<file path="config.mk">
export PLATFORM = sky130hd
export DESIGN_NAME = stopwatch_lap_timer
export DESIGN_NICKNAME = d
export VERILOG_FILES = /design/src/rtl/stopwatch_lap_timer.sv
export SDC_FILE = /design/constraint.sdc
export NUM_CORES = 1
export LEC_CHECK = 0
export ABC_AREA = 1
export ABC_CLOCK_PERIOD_IN_PS = 2100
export CORE_ASPECT_RATIO = 1.75
export CORE_MARGIN = 5
export CORE_UTILIZATION = 38
export CTS_CLUSTER_SIZE = 14
export DETAILED_ROUTE_END_ITERATION = 10
export HOLD_SLACK_MARGIN = 0.05
export PLACE_DENSITY = 0.69
export SETUP_SLACK_MARGIN = 0.5
export SLEW_MARGIN = 25
export SYNTH_ARGS = -nofsm -noshare
export SYNTH_HDL_FRONTEND = slang
export SYNTH_SLANG_ARGS = --single-unit
export TNS_END_PERCENT = 50
</file>
<file path="constraint.sdc">
create_clock -name clk -period 2.1 [get_ports clk]
set_input_delay 0.63 -clock clk [delete_from_list [all_inputs] [get_ports clk]]
set_output_delay 0.63 -clock clk [all_outputs]
set_load 0.01 [all_outputs]
</file>
<file path="src/rtl/stopwatch_lap_timer.sv">
// stopwatch_lap_timer: prescaled ms/sec/min stopwatch with IDLE/RUN/PAUSE control, sticky overflow, optional lap capture (STOPWATCH_LAP_EN)
module stopwatch_lap_timer #(
  parameter int TICK_DIV = 1000,
  parameter int MS_MAX = 999,
  parameter int SEC_MAX = 59,
  parameter int MIN_W = 8,
  localparam int MS_W = $clog2(MS_MAX + 1),
  localparam int SEC_W = $clog2(SEC_MAX + 1),
  localparam int PRE_W = $clog2(TICK_DIV)
) (
  input  logic             clk,
  input  logic             reset,
  input  logic             start,
  input  logic             stop,
  input  logic             clear,
  input  logic             lap,
  output logic             running,
  output logic             paused,
  output logic [MS_W-1:0]  ms_count,
  output logic [SEC_W-1:0] sec_count,
  output logic [MIN_W-1:0] min_count,
  output logic             overflow,
  output logic             lap_valid,
  output logic [MS_W-1:0]  lap_ms,
  output logic [SEC_W-1:0] lap_sec,
  output logic [MIN_W-1:0] lap_min
);
  localparam logic [1:0] IDLE = 2'd0;
  localparam logic [1:0] RUN = 2'd1;
  localparam logic [1:0] PAUSE = 2'd2;
  logic [1:0] state, nxt;
  logic [PRE_W-1:0] pre;
  logic tick, ms_end, sec_end, min_end;
  assign running = state == RUN;
  assign paused = state == PAUSE;
  assign tick = running && pre == PRE_W'(TICK_DIV - 1);
  assign ms_end = ms_count == MS_W'(MS_MAX);
  assign sec_end = sec_count == SEC_W'(SEC_MAX);
  assign min_end = &min_count;
  // next state: clear beats stop beats start
  always_comb begin
    nxt = clear ? IDLE : stop ? (state == RUN ? PAUSE : state) : start ? RUN : state;
  end
  // control state plus prescaler and carry cascade; PAUSE holds everything
  always_ff @(posedge clk) begin
    if (reset) state <= IDLE;
    else state <= nxt;
    if (reset || clear) begin
      pre <= '0;
      ms_count <= '0;
      sec_count <= '0;
      min_count <= '0;
      overflow <= 1'b0;
    end else if (running) begin
      pre <= tick ? '0 : pre + PRE_W'(1);
      if (tick) begin
        ms_count <= ms_end ? '0 : ms_count + MS_W'(1);
        if (ms_end) sec_count <= sec_end ? '0 : sec_count + SEC_W'(1);
        if (ms_end && sec_end) min_count <= min_count + MIN_W'(1);
        if (ms_end && sec_end && min_end) overflow <= 1'b1;
      end
    end
  end
`ifdef STOPWATCH_LAP_EN
  // lap capture of the pre-edge time while RUN or PAUSE
  always_ff @(posedge clk) begin
    if (reset || clear) begin
      lap_valid <= 1'b0;
      lap_ms <= '0;
      lap_sec <= '0;
      lap_min <= '0;
    end else begin
      lap_valid <= lap && state != IDLE;
      if (lap && state != IDLE) begin
        lap_ms <= ms_count;
        lap_sec <= sec_count;
        lap_min <= min_count;
      end
    end
  end
`else
  logic unused_lap;
  assign unused_lap = lap;
  assign lap_valid = 1'b0;
  assign lap_ms = '0;
  assign lap_sec = '0;
  assign lap_min = '0;
`endif
endmodule
</file>
==> metrics.txt <==
Ys Warns 0; setup violators final 0; final standard cell utilization of the core 47.6%; Synth-to-Final Area Change 23.5%; post-synth top area share 33.0%; data arrival time at the worst-slack endpoint 0.97 ns; number of sinks driven by the clock tree 37; number of synthesized flops with an enable pin 0; routed wire length 5090 um; clk_lat worst skew 0.30 ns; number of iterations in the first detailed-routing pass 4; portion of the post-synthesis area used by sequential elements 33.0%; type of element capturing the critical path output port; class of the tightest hold or removal check flip-flop to flip-flop; Max H-tree Level 2; Slowest cell on crit path sky130_fd_sc_hd__dfxtp_2; crit path max fanout 6; synthesized area 2250 sq um; Placed Instances 434; start point of the worst min-delay path overflow$_SDFFE_PP0P_; number of synthesized register bits 37; placer congestion estimate 0.858; die area 7610 sq um; most common cell in the synthesized netlist sky130_fd_sc_hd__nand2_1; number of rows created at floorplan 37; overall track demand over capacity in global routing 13.8%; clock tree from TritonCTS built; sort of element at the start of the critical path flip-flop; remaining routing DRC violations 0; Top-Level Pins a little under 60; post-route setup TNS 0 ns; starting density of the core 38.5%; Max stage delay on crit path 0.39 ns; wire length per cell after detailed routing 11.3 um; Gate Count Post-Synth 325; post-layout minimum cycle time 1.60 ns; diode insertion count for antenna repair 0; total clock buffers created by CTS 5; Multi-input gate area 1250 sq um; max-cap violations 0; clock transition at the registers of the reported paths ~0.080 ns; port bufs 31; launch instance of the worst register-to-register path ms_count[0]$_SDFFE_PP0P_; largest net degree at the start of global routing 17; initial antenna violation count 0; fill cell instance count of the final layout between 600 and 700; portion of the clock cycle consumed by the worst path in the final layout 76.1%; Antenna Nets Post-Route 0; flip-flop and latch area between 700 and 800 sq um; buffering stage count on the worst path with inverters included 1; leading cell types by total area after synthesis sky130_fd_sc_hd__dfxtp_1, sky130_fd_sc_hd__nand2_1, sky130_fd_sc_hd__buf_4, sky130_fd_sc_hd__nor2_1, sky130_fd_sc_hd__nand3_1; setup skew after layout 0.00791 ns; global route total overflow 0; Max Transition Viols Final 0; area of the placeable core 5830 sq um; launch point of the critical path sec_count[2]$_SDFFE_PP0P_; Die Width 68.1 um; achievable frequency 626 MHz; Vias 2,105; Primary FF master, synth sky130_fd_sc_hd__dfxtp_1; final net count between 300 and 400; post-route worst setup slack 0.502 ns; status complete, no violations; vias in the first global route 1,888; count of routing violations after the opening detailed-route iteration 77; worst voltage drop across the vdd grid 0.000315 V; global-route wire length before repair about 8000 um; Crit Path Category flip-flop to output port; pre-CTS setup slack 0.192 ns; final non-filler cell total 449; cell type with the largest total area after synthesis sky130_fd_sc_hd__dfxtp_1; die boundary height 112 um; Vias/cell roughly 4.7; ranking of synthesized cells by instance count sky130_fd_sc_hd__nand2_1, sky130_fd_sc_hd__nor2_1, sky130_fd_sc_hd__dfxtp_1, sky130_fd_sc_hd__inv_1, sky130_fd_sc_hd__nand3_1; leakage power summed over all cells 0.00128 uW; share of layout cells above drive strength 1 20.5%; Post-Place Cell Area around 2600 sq um; Root Buffer sky130_fd_sc_hd__clkbuf_8; CP required 1.47 ns; detailed placer's ending HPWL roughly 3800 um; cell class contributing the biggest share of worst-path delay flip-flops; post-synth cell types 34; CP cell instances dlygate4sd2_1; hold violation count in the final report 0; average instance area after synthesis 6.91 sq um; setup repair after global routing missed its margin true; CTS Buffer Depth 2; power density of the placed cells 464 nW/um^2; proportion of register bits with asynchronous set or reset after synthesis 0%; Non-Filler Cell Area, Final about 2800 sq um
[path summary, 6_finish.rpt]
path,endpoint,slack (ns),depth (start not counted)
worst max-delay path,sec_count[2],0.50,1
worst min-delay path,overflow$_SDFFE_PP0P_,0.44,2
worst max register to register,min_count[7]$_SDFFE_PP0P_,0.58,8
worst min register to register,overflow$_SDFFE_PP0P_,0.44,2
[report_power, final]
| part | internal [uW] | switching, uW | leakage, uW |
|---|---|---|---|
| clock | 261 | 256 | 0.0000443 |
| sequential | 701 | 1.68 | 0.000310 |
| combinational | 20.8 | 46.8 | 0.000927 |
| total | 982 | 304 | 0.00128 |
[per-stage QoR]
| stage | power, uW | hold slack [ns] |
|---|---|---|
| 2_1_floorplan | 796 | 0.437 |
| 3_3_place_gp | 780 | 0.439 |
| 3_5_place_dp | 781 | 0.439 |
| 4_1_cts | 1290 | 0.450 |
| 5_1_grt | 1340 | 0.468 |
| 6_report | 1290 | 0.445 |
[repair_timing]
item                                    4_1_cts  5_1_grt
hold buffers                                  0        0
endpoints found under the setup margin       42       56
resized for setup                            51       26
setup buffers                                 0        8
pin swaps                                     0        4
[area by class of cell]
cell class | count | share of cell area (%)
inverter | 43 | 6.00
timing repair buffer | 43 | 14.5
sequential | 37 | 27.8
tap | 78 | 3.52
clock buffer | 7 | 3.11
multi-input combinational | 241 | 45.1
[cells in the final DEF (no fill, tap or decap), types with 6 or more instances in the layout]
master                           n
sky130_fd_sc_hd__nand4_1         8
sky130_fd_sc_hd__dlygate4sd2_1  16
sky130_fd_sc_hd__o21ai_0         9
sky130_fd_sc_hd__nor2_4          7
sky130_fd_sc_hd__a21oi_1        19
sky130_fd_sc_hd__dfxtp_1        14
sky130_fd_sc_hd__clkbuf_8        6
sky130_fd_sc_hd__conb_1         25
sky130_fd_sc_hd__dfxtp_2        22
sky130_fd_sc_hd__nand2_1        70
sky130_fd_sc_hd__nor2_1         36
sky130_fd_sc_hd__nand3_1        28
sky130_fd_sc_hd__inv_1          36
sky130_fd_sc_hd__buf_4          10
[flip-flops by register name, indices dropped and copies added (netlist names)]
register,flops
min_count,8
ms_count,10
overflow,1
pre,10
sec_count,6
state,2
[kinds of logic (layout without fill, tap and decap cells)]
group                    after synthesis  count (layout)  share of synthesized area, %
AND/OR/NAND/NOR                      169             169                          36.4
AO/OA/AOI/OAI                         35              35                          8.57
other                                  1              25                         0.167
buffers and inverters                 71              93                          16.6
flip-flops                            37              37                          33.0
adder cells (fa/ha/maj)                4               4                          2.23
XOR/XNOR                               8               8                          3.12
[metal layers]
layer  GRT usage (%)  wire [um]  vias up  part of all wire, %
li1                -          -     1078                    -
met5               0          0        -                    0
met2            23.6       2690       58                   53
met4            8.10        189        0                  3.7
met1            14.8       1950      956                   38
met3            3.03        260       13                  5.1
Note: power is estimated with default switching activity, not from simulation.
